### src/rtl/dht_poll_ctrl.sv
// Poll sequencer for the DHT11 one-wire reader: periodic triggers, timeout and
// retry handling, and a latched copy of the last good humidity/temperature.
module dht_poll_ctrl #(
    parameter int unsigned POLL_CYCLES    = 100_000_000,
    parameter int unsigned RETRY_CYCLES   = 50_000_000,
    parameter int unsigned TIMEOUT_CYCLES = 1_500_000,
    parameter int unsigned MAX_RETRY      = 3
) (
    input  logic       i_clk,
    input  logic       i_rst_n,
    input  logic       i_enable,
    input  logic       i_req,
    output logic       o_rd_start,
    input  logic       i_rd_done,
    input  logic       i_rd_ok,
    input  logic [7:0] i_rd_hum,
    input  logic [7:0] i_rd_temp,
    output logic [7:0] o_humidity,
    output logic [7:0] o_temperature,
    output logic       o_data_valid,
    output logic       o_new_sample,
    output logic       o_busy,
    output logic [3:0] o_fail_count,
    output logic       o_sensor_fault
);

    localparam int unsigned MAX_T = (POLL_CYCLES > TIMEOUT_CYCLES) ? POLL_CYCLES : TIMEOUT_CYCLES;
    localparam int unsigned EW    = $clog2(MAX_T + 1);

    localparam logic [1:0] S_IDLE  = 2'd0;
    localparam logic [1:0] S_WAIT  = 2'd1;
    localparam logic [1:0] S_START = 2'd2;
    localparam logic [1:0] S_READ  = 2'd3;

    localparam logic [EW-1:0] POLL_M1    = EW'(POLL_CYCLES - 1);
    localparam logic [EW-1:0] RETRY_M1   = EW'(RETRY_CYCLES - 1);
    localparam logic [EW-1:0] TIMEOUT_M1 = EW'(TIMEOUT_CYCLES - 1);
    localparam logic [EW-1:0] ONE_E      = EW'(1);
    localparam logic [EW-1:0] ZERO_E     = EW'(0);
    localparam logic [3:0]    MAX_FC     = 4'(MAX_RETRY);

    logic [1:0]    r_state;
    logic [EW-1:0] r_elapsed;
    logic          r_target_poll;
    logic          r_req_pending;
    logic          r_rd_start;
    logic [7:0]    r_humidity;
    logic [7:0]    r_temperature;
    logic          r_data_valid;
    logic          r_new_sample;
    logic          r_busy;
    logic [3:0]    r_fail_count;
    logic          r_sensor_fault;

    logic [1:0]    w_state_nxt;
    logic [EW-1:0] w_elapsed_nxt;
    logic          w_target_poll_nxt;
    logic          w_req_pending_nxt;
    logic          w_success;
    logic          w_failure;
    logic [3:0]    w_fail_inc;
    logic [EW-1:0] w_target_m1;
    logic          w_req_any;

    assign w_target_m1 = r_target_poll ? POLL_M1 : RETRY_M1;
    assign w_req_any   = r_req_pending | i_req;
    assign w_fail_inc  = (r_fail_count >= MAX_FC) ? MAX_FC : (r_fail_count + 4'd1);

    // Next-state, interval counter and request bookkeeping
    always_comb begin
        w_state_nxt       = r_state;
        w_elapsed_nxt     = r_elapsed;
        w_target_poll_nxt = r_target_poll;
        w_req_pending_nxt = r_req_pending;
        w_success         = 1'b0;
        w_failure         = 1'b0;
        if (!i_enable) begin
            w_state_nxt       = S_IDLE;
            w_elapsed_nxt     = ZERO_E;
            w_target_poll_nxt = 1'b1;
            w_req_pending_nxt = 1'b0;
        end else begin
            case (r_state)
                S_IDLE: begin
                    w_state_nxt       = S_WAIT;
                    w_elapsed_nxt     = ZERO_E;
                    w_target_poll_nxt = 1'b1;
                    w_req_pending_nxt = 1'b0;
                end
                S_WAIT: begin
                    // A pending host request may cut the wait short, but never below the retry gap
                    if ((r_elapsed == w_target_m1) || (w_req_any && (r_elapsed >= RETRY_M1))) begin
                        w_state_nxt       = S_START;
                        w_elapsed_nxt     = ZERO_E;
                        w_req_pending_nxt = 1'b0;
                    end else begin
                        w_elapsed_nxt     = r_elapsed + ONE_E;
                        w_req_pending_nxt = w_req_any;
                    end
                end
                S_START: begin
                    w_state_nxt       = S_READ;
                    w_elapsed_nxt     = ZERO_E;
                    w_req_pending_nxt = w_req_any;
                end
                S_READ: begin
                    w_req_pending_nxt = w_req_any;
                    if (i_rd_done || (r_elapsed == TIMEOUT_M1)) begin
                        w_state_nxt   = S_WAIT;
                        w_elapsed_nxt = ZERO_E;
                        if (i_rd_done && i_rd_ok) begin
                            w_success         = 1'b1;
                            w_target_poll_nxt = 1'b1;
                        end else begin
                            w_failure         = 1'b1;
                            w_target_poll_nxt = (w_fail_inc == MAX_FC);
                        end
                    end else begin
                        w_elapsed_nxt = r_elapsed + ONE_E;
                    end
                end
                default: begin
                    w_state_nxt       = S_IDLE;
                    w_elapsed_nxt     = ZERO_E;
                    w_target_poll_nxt = 1'b1;
                    w_req_pending_nxt = 1'b0;
                end
            endcase
        end
    end

    // State registers and registered outputs
    always_ff @(posedge i_clk or negedge i_rst_n) begin
        if (!i_rst_n) begin
            r_state        <= S_IDLE;
            r_elapsed      <= ZERO_E;
            r_target_poll  <= 1'b1;
            r_req_pending  <= 1'b0;
            r_rd_start     <= 1'b0;
            r_humidity     <= 8'd0;
            r_temperature  <= 8'd0;
            r_data_valid   <= 1'b0;
            r_new_sample   <= 1'b0;
            r_busy         <= 1'b0;
            r_fail_count   <= 4'd0;
            r_sensor_fault <= 1'b0;
        end else begin
            r_state       <= w_state_nxt;
            r_elapsed     <= w_elapsed_nxt;
            r_target_poll <= w_target_poll_nxt;
            r_req_pending <= w_req_pending_nxt;
            r_rd_start    <= (w_state_nxt == S_START);
            r_busy        <= (w_state_nxt == S_START) || (w_state_nxt == S_READ);
            r_new_sample  <= w_success;
            if (w_success) begin
                r_humidity     <= i_rd_hum;
                r_temperature  <= i_rd_temp;
                r_data_valid   <= 1'b1;
                r_fail_count   <= 4'd0;
                r_sensor_fault <= 1'b0;
            end else if (w_failure) begin
                r_fail_count   <= w_fail_inc;
                r_sensor_fault <= r_sensor_fault | (w_fail_inc == MAX_FC);
            end
        end
    end

    assign o_rd_start     = r_rd_start;
    assign o_humidity     = r_humidity;
    assign o_temperature  = r_temperature;
    assign o_data_valid   = r_data_valid;
    assign o_new_sample   = r_new_sample;
    assign o_busy         = r_busy;
    assign o_fail_count   = r_fail_count;
    assign o_sensor_fault = r_sensor_fault;

endmodule
### config.mk
export PLATFORM = sky130hd
export DESIGN_NAME = dht_poll_ctrl
export DESIGN_NICKNAME = d
export VERILOG_FILES = /design/src/rtl/dht_poll_ctrl.sv
export SDC_FILE = /design/constraint.sdc
export NUM_CORES = 1
export LEC_CHECK = 0
export ABC_AREA = 1
export CAP_MARGIN = 5
export CORE_MARGIN = 3
export CORE_UTILIZATION = 52
export CTS_CLUSTER_DIAMETER = 40
export DETAILED_ROUTE_END_ITERATION = 10
export HOLD_SLACK_MARGIN = 0.02
export PLACE_DENSITY = 0.78
export SYNTH_ARGS = -nofsm -noshare
export SYNTH_HDL_FRONTEND = slang
export SYNTH_SLANG_ARGS = --single-unit
### constraint.sdc
create_clock -name i_clk -period 2.1 [get_ports i_clk]
set_input_delay 0.63 -clock i_clk [delete_from_list [all_inputs] [get_ports i_clk]]
set_output_delay 0.63 -clock i_clk [all_outputs]
set_load 0.1 [all_outputs]
### Word level (Yosys, flattened, before mapping)

Cells that the tools add are included.

* bits in registers: 56
* bits in latches: 0
* RAM bits: 0
* bits in read-only memories: 0
* bits of input ports: 22
* output and inout bits: 25
* word-level logic and storage cells: 67
* memories kept: 0

* add/subtract/negate cells: 2
* multipliers: 0
* divide/modulo/power cells: 0
* magnitude comparators: 2
* equality and inequality tests: 10
* shift-type cells: 0
* mux-type cells: 29
* bitwise logic cells: 2
* reductions and logical operators: 10

Operator list (count)
* $mux 27: 4
* $pmux 27 s3: 1
* $add 27x1->27 const B: 1
* $eq 27x21->1 const B: 1
* $eq 27x27->1: 1
* $ge 27x26->1 const B: 1
* $mux 1: 15
* $mux 4: 3
* $eq 2x2->1 const B: 4
* $pmux 2 s4: 1
* $mux 2: 3
* $add 4x1->4 const B: 1
* $eq 4x2->1 const B: 1
* $ge 4x2->1 const B: 1
* $reduce_or 2->1: 2
* $logic_or 1x1->1: 3
* $ne 3x1->1 const B: 1
* $ne 3x3->1 const B: 1
* $pmux 1 s3: 1
* $eq 2x1->1 const B: 1
* $logic_and 1x1->1: 2
* $logic_not 2->1: 1
* $or 1x1->1: 2
* $pmux 1 s2: 1
* other kinds (2): 2

### Depth between registers and ports, before layout

* word-level depth: 8
* gate-level depth with buffers: 13
* depth with buffers taken out: 12

### Worst setup path before layout

OpenSTA, ideal clock, no wires.

* path type: reg2reg
* start: reg r_fail_count[0], in the netlist o_fail_count[0]
* end: reg r_sensor_fault, in the netlist o_sensor_fault
* setup time: 0.128 ns
* data arrival time: 1.958 ns
* data required time: 1.972 ns
* setup slack: 0.014 ns
* stages on the path, launching flop included: 7
* buffers on the path: 0
* clock period less this slack: 2.086 ns
* cells stage by stage: dfrtp_1 -> ha_1 -> or4_1 -> nand2_1 -> nand2_1 -> nand3_1 -> o21ai_0

* cells in the longest elaborated chain, start to end: 6
* elaborated cells between the ends (all ways): 7
* those cells by class: add/sub: 1; order compare: 1; eq/ne: 1; mux: 3; bitwise: 1

RTL lines
* from (decl): line 52 `logic [3:0] r_fail_count;`
* from (signal assigned): line 162 `r_fail_count <= w_fail_inc;`
* $add 4x1->4 or $ge 4x2->1 (tied branches): line 67 `assign w_fail_inc = (r_fail_count >= MAX_FC) ? MAX_FC : (r_fail_count + 4'd1);`
* $mux 4 *: line 67
* $eq 4x2->1 *: line 163 `r_sensor_fault <= r_sensor_fault | (w_fail_inc == MAX_FC);`
* $or 1x1->1 *: line 163
* $mux 1 *: line 161 `end else if (w_failure) begin`
* $mux 1 *: line 155 `if (w_success) begin`
* to (signal assigned): line 163
* to (decl): line 53 `logic r_sensor_fault;`

Every way passes the cells marked *; elsewhere a longest branch is shown, timed or not. The select of a mux whose other input is x is not followed.
A chain may end at the register's enable or synchronous reset.

### Final worst setup path

* start: reg r_elapsed[0]
* end: reg r_elapsed[3]

* cells in the longest elaborated chain, start to end: 6
* elaborated cells between the ends (all ways): 11
* those cells by class: add/sub: 1; order compare: 1; eq/ne: 2; mux: 4; reduce/logical: 3

RTL lines
* from (decl): line 43 `logic [EW-1:0] r_elapsed;`
* from (signal assigned): line 149 `r_elapsed <= w_elapsed_nxt;`
* $ge 27x26->1: line 92 `if ((r_elapsed == w_target_m1) || (w_req_any && (r_elapsed >= RETRY_M1))) begin`
* $logic_and 1x1->1: line 92
* $logic_or 1x1->1: line 92
* $mux 27: line 92
* $pmux 27 s3 *: line 83 `case (r_state)`
* $mux 27 *: line 77 `if (!i_enable) begin`
* net w_elapsed_nxt[3]: line 56 `logic [EW-1:0] w_elapsed_nxt;`

The timed path passes the listed nets; every way through them passes the cells marked *.

==> results.toml <==
[run_status]
status = "finished clean"

[sta]
setup_tns_ps = 0
finalMaxSlewViolations = 0
fmax_ghz = 0.517
tightest_slew_ps = 451
grt_setup_unrepaired = "no"
final.setup_skew_ps = 8.44
maxSlewHeadroom = 0.700
fin_crit_sh = 0.920
setup_violations = 0
final-hold-violation-count = 0
period_minus_slack_ps = 1930

[layout]
syn_to_final_growth_pct = 30.4
antenna_cells = 0
final_nets = 457
final-seq-area_sq_um = 1400
n_fill_cell = 450
post-route-util = 0.707
drive_gt1_frac = 0.207
multi_input_comb_area_sq_um = 1400

[floorplanning]
die_h_um = 82.2
design.die.area_sq_um = 6760
dieWidth_um = 82.2
rows = 27
coreArea_sq_um = 5570
io_pins = 47
start_util = 0.542

[setup_path]
crit_top_cell = "nand2_1"
required_ps = 2350
worstSetupEndpointType = "flop"
critical_path_arrival_ps = 2180
crit_path_start = "r_elapsed[0]$_DFF_PN0_"
path_cells = "ha_2 > nand2_2 > nor2_2 > nand2_1 > nor3_1 > nand2_1 > nand3_2 > a21oi_2 > nand2_8 > nor2_1"
cpMaxStageDelayCell = "dfrtp_1"
crit_type = "flop to flop"
rr_startpoint = "r_elapsed[0]$_DFF_PN0_"
cp-start-kind = "flop"
cp_slowest_stage_delay_ps = 420
critPathMaxFanout = 24

[synthesis]
ys_seq_area_frac = 0.464
async_reset_ff_frac = 1.00
synth-seq-cells = 56
synth.most_common_cell = "nand2_1"
synth_edf_count = 0
synthCells = 381
ys.warnings.count = 0
synth_fp_nets = 405
synth.area.top_cells = "dfrtp_1, nand2_1, nor2_2"
synth.top_cell.area_share = 0.455
synth_area_sq_um = 3020
ys.flop_type = "dfrtp_1"
synth_top_cell_by_area = "dfrtp_1"
synth_cell_types = 29
avgSynthCellArea_sq_um = 7.93
synth.top_cells.by_count = "nand2_1, dfrtp_1, inv_1, nor2_1, nor2_2"

[detailed_routing]
drc = 0
drt_wl_total_mm = 6.81
drt-vias-per-instance = 5.03
drt_pass1_iterations = 4
dr_total_vias = 2547
wl_per_cell_um = 13.4
final_antenna_net_count = 0
drt_iter0_markers = 165

[global_routing]
antenna_found_initial = 0
grt_start_max_net_pins = 39
grt_pass1_wl_mm = 11.3
grt_overflow = 0
grt_pass1_vias = 2598
grtUsageTotal = 0.216

[pwr]
switchingPower_w = 0.000538
p_per_area_nw_per_um2 = 530
p_sw_frac = 0.257
leakage_nw = 1.77
intPower_w = 0.00155
power_frac_comb = 0.120
pwr-share-seq = 0.532
pwr-share-clk = 0.348
irDropWorstVdd_uv = 357

[placed_design]
portBuffers = 46
globalplace.congestion = 0.954
hpwl_mm = 5.21

[cts]
cts_sinks = 56
ctsHoldBuffers = 0
cts-resized-gates = 0
cts_tree = "done"
cts_buffer_depth = 2
clkTransAtPathRegs_ps = 100
post-cts-setup-buffers = 0
cts-buffers-inserted = 5
insertion_delay_ps = 320
cts_max_level = 2
root_buffer = "clkbuf_8"

[job]
drv_cap = 0

[worst_hold_path]
hold_path.class = "input port to asynchronous set/reset pin"
## per-layer routing
metal	wire, um	up-vias	GRT usage
li1	-	1288	-
met5	0	-	0
met1	2850	1174	0.255
met3	511	10	0.0705
met2	3360	75	0.369
met4	85	0	0.0748
## critical path, delay by kind of cell, from the launching register on
kind	cells	cell delay, ps
AND/OR/NAND/NOR	8	860
AO/OA/AOI/OAI	1	350
adder cells (fa/ha/maj)	1	220
flip-flops	1	420
## registers in the layout, summed over array words and instances (netlist names)
name            cells
o_rd_start          1
o_busy              1
r_req_pending       1
o_humidity          8
o_sensor_fault      1
o_fail_count        4
r_elapsed          27
r_target_poll       1
o_new_sample        1
o_data_valid        1
r_state             2
o_temperature       8
## through the flow
stage                     cells  area (sq um)  worst slack, ps  hold WS, ps  total power [W]
after detailed placement    498          3820             9.56          490          0.00139
after global placement      498          3820             39.4          468          0.00138
after global routing        506          3940             25.9          270          0.00216
final                       506          3940              167          242          0.00209
after CTS                   506          3930             65.3          262          0.00210
after floorplan             381          3020             14.2          334          0.00126
## path summary, 6_finish.rpt
path / endpoint / slack (ps) / cells past startpoint
min reg2reg: r_elapsed[0]$_DFF_PN0_ / 500 / 1
min: r_elapsed[15]$_DFF_PN0_ / 240 / 1
max reg2reg: r_elapsed[3]$_DFF_PN0_ / 170 / 10
max in group asynchronous: r_elapsed[2]$_DFF_PN0_ / 1310 / 2
min in group i_clk: r_elapsed[0]$_DFF_PN0_ / 500 / 1
max: r_elapsed[3]$_DFF_PN0_ / 170 / 10
## placed cells by master, fill, tap and decap left out
| cell type | n |
|---|---|
| a21oi_1 | 5 |
| a21oi_2 | 1 |
| a31o_2 | 1 |
| buf_12 | 27 |
| buf_2 | 1 |
| buf_4 | 3 |
| bufinv_16 | 1 |
| clkbuf_1 | 1 |
| clkbuf_8 | 5 |
| clkdlybuf4s50_1 | 20 |
| dfrtp_1 | 55 |
| dfstp_2 | 1 |
| ha_1 | 1 |
| ha_2 | 1 |
| inv_1 | 41 |
| inv_2 | 4 |
| inv_6 | 1 |
| nand2_1 | 111 |
| nand2_2 | 8 |
| nand2_8 | 1 |
| nand3_1 | 18 |
| nand3_2 | 4 |
| nand3b_1 | 1 |
| nand4_1 | 9 |
| nor2_1 | 39 |
| nor2_2 | 26 |
| nor2_4 | 2 |
| nor3_1 | 10 |
| nor3_2 | 1 |
| nor4_1 | 1 |
| o21ai_0 | 10 |
| o21ai_1 | 1 |
| or2_2 | 2 |
| or4_1 | 1 |
| xnor2_1 | 2 |
| xor2_1 | 18 |
## layout make-up
class | count | area share
Timing Repair Buffer | 51 | 0.195
Clock buffer | 6 | 0.0184
Clock inverter | 2 | 0.00984
Tap cell | 72 | 0.0229
Multi-Input combinational cell | 274 | 0.355
Sequential cell | 56 | 0.356
Inverter | 45 | 0.0429
## power groups by stage
stage               Sequential [W]  Combinational, W  Clock [W]
finish                     0.00111          0.000251   0.000727
global route               0.00111          0.000267   0.000779
CTS                        0.00111          0.000253   0.000737
detailed placement         0.00113          0.000252          0
global placement           0.00113          0.000249          0
floorplan                  0.00121         0.0000482          0
## kinds of logic after synthesis
kind of cell               count (synthesis)  synth area share
DFF                                       56             0.464
AOI/OAI and AO/OA                         18            0.0323
and+or+nand+nor                          234             0.361
xor gates and xnor gates                  20            0.0580
adders and majority gates                  2           0.00828
buffers and inverters                     51            0.0766
(Power assumes the default switching activity.)
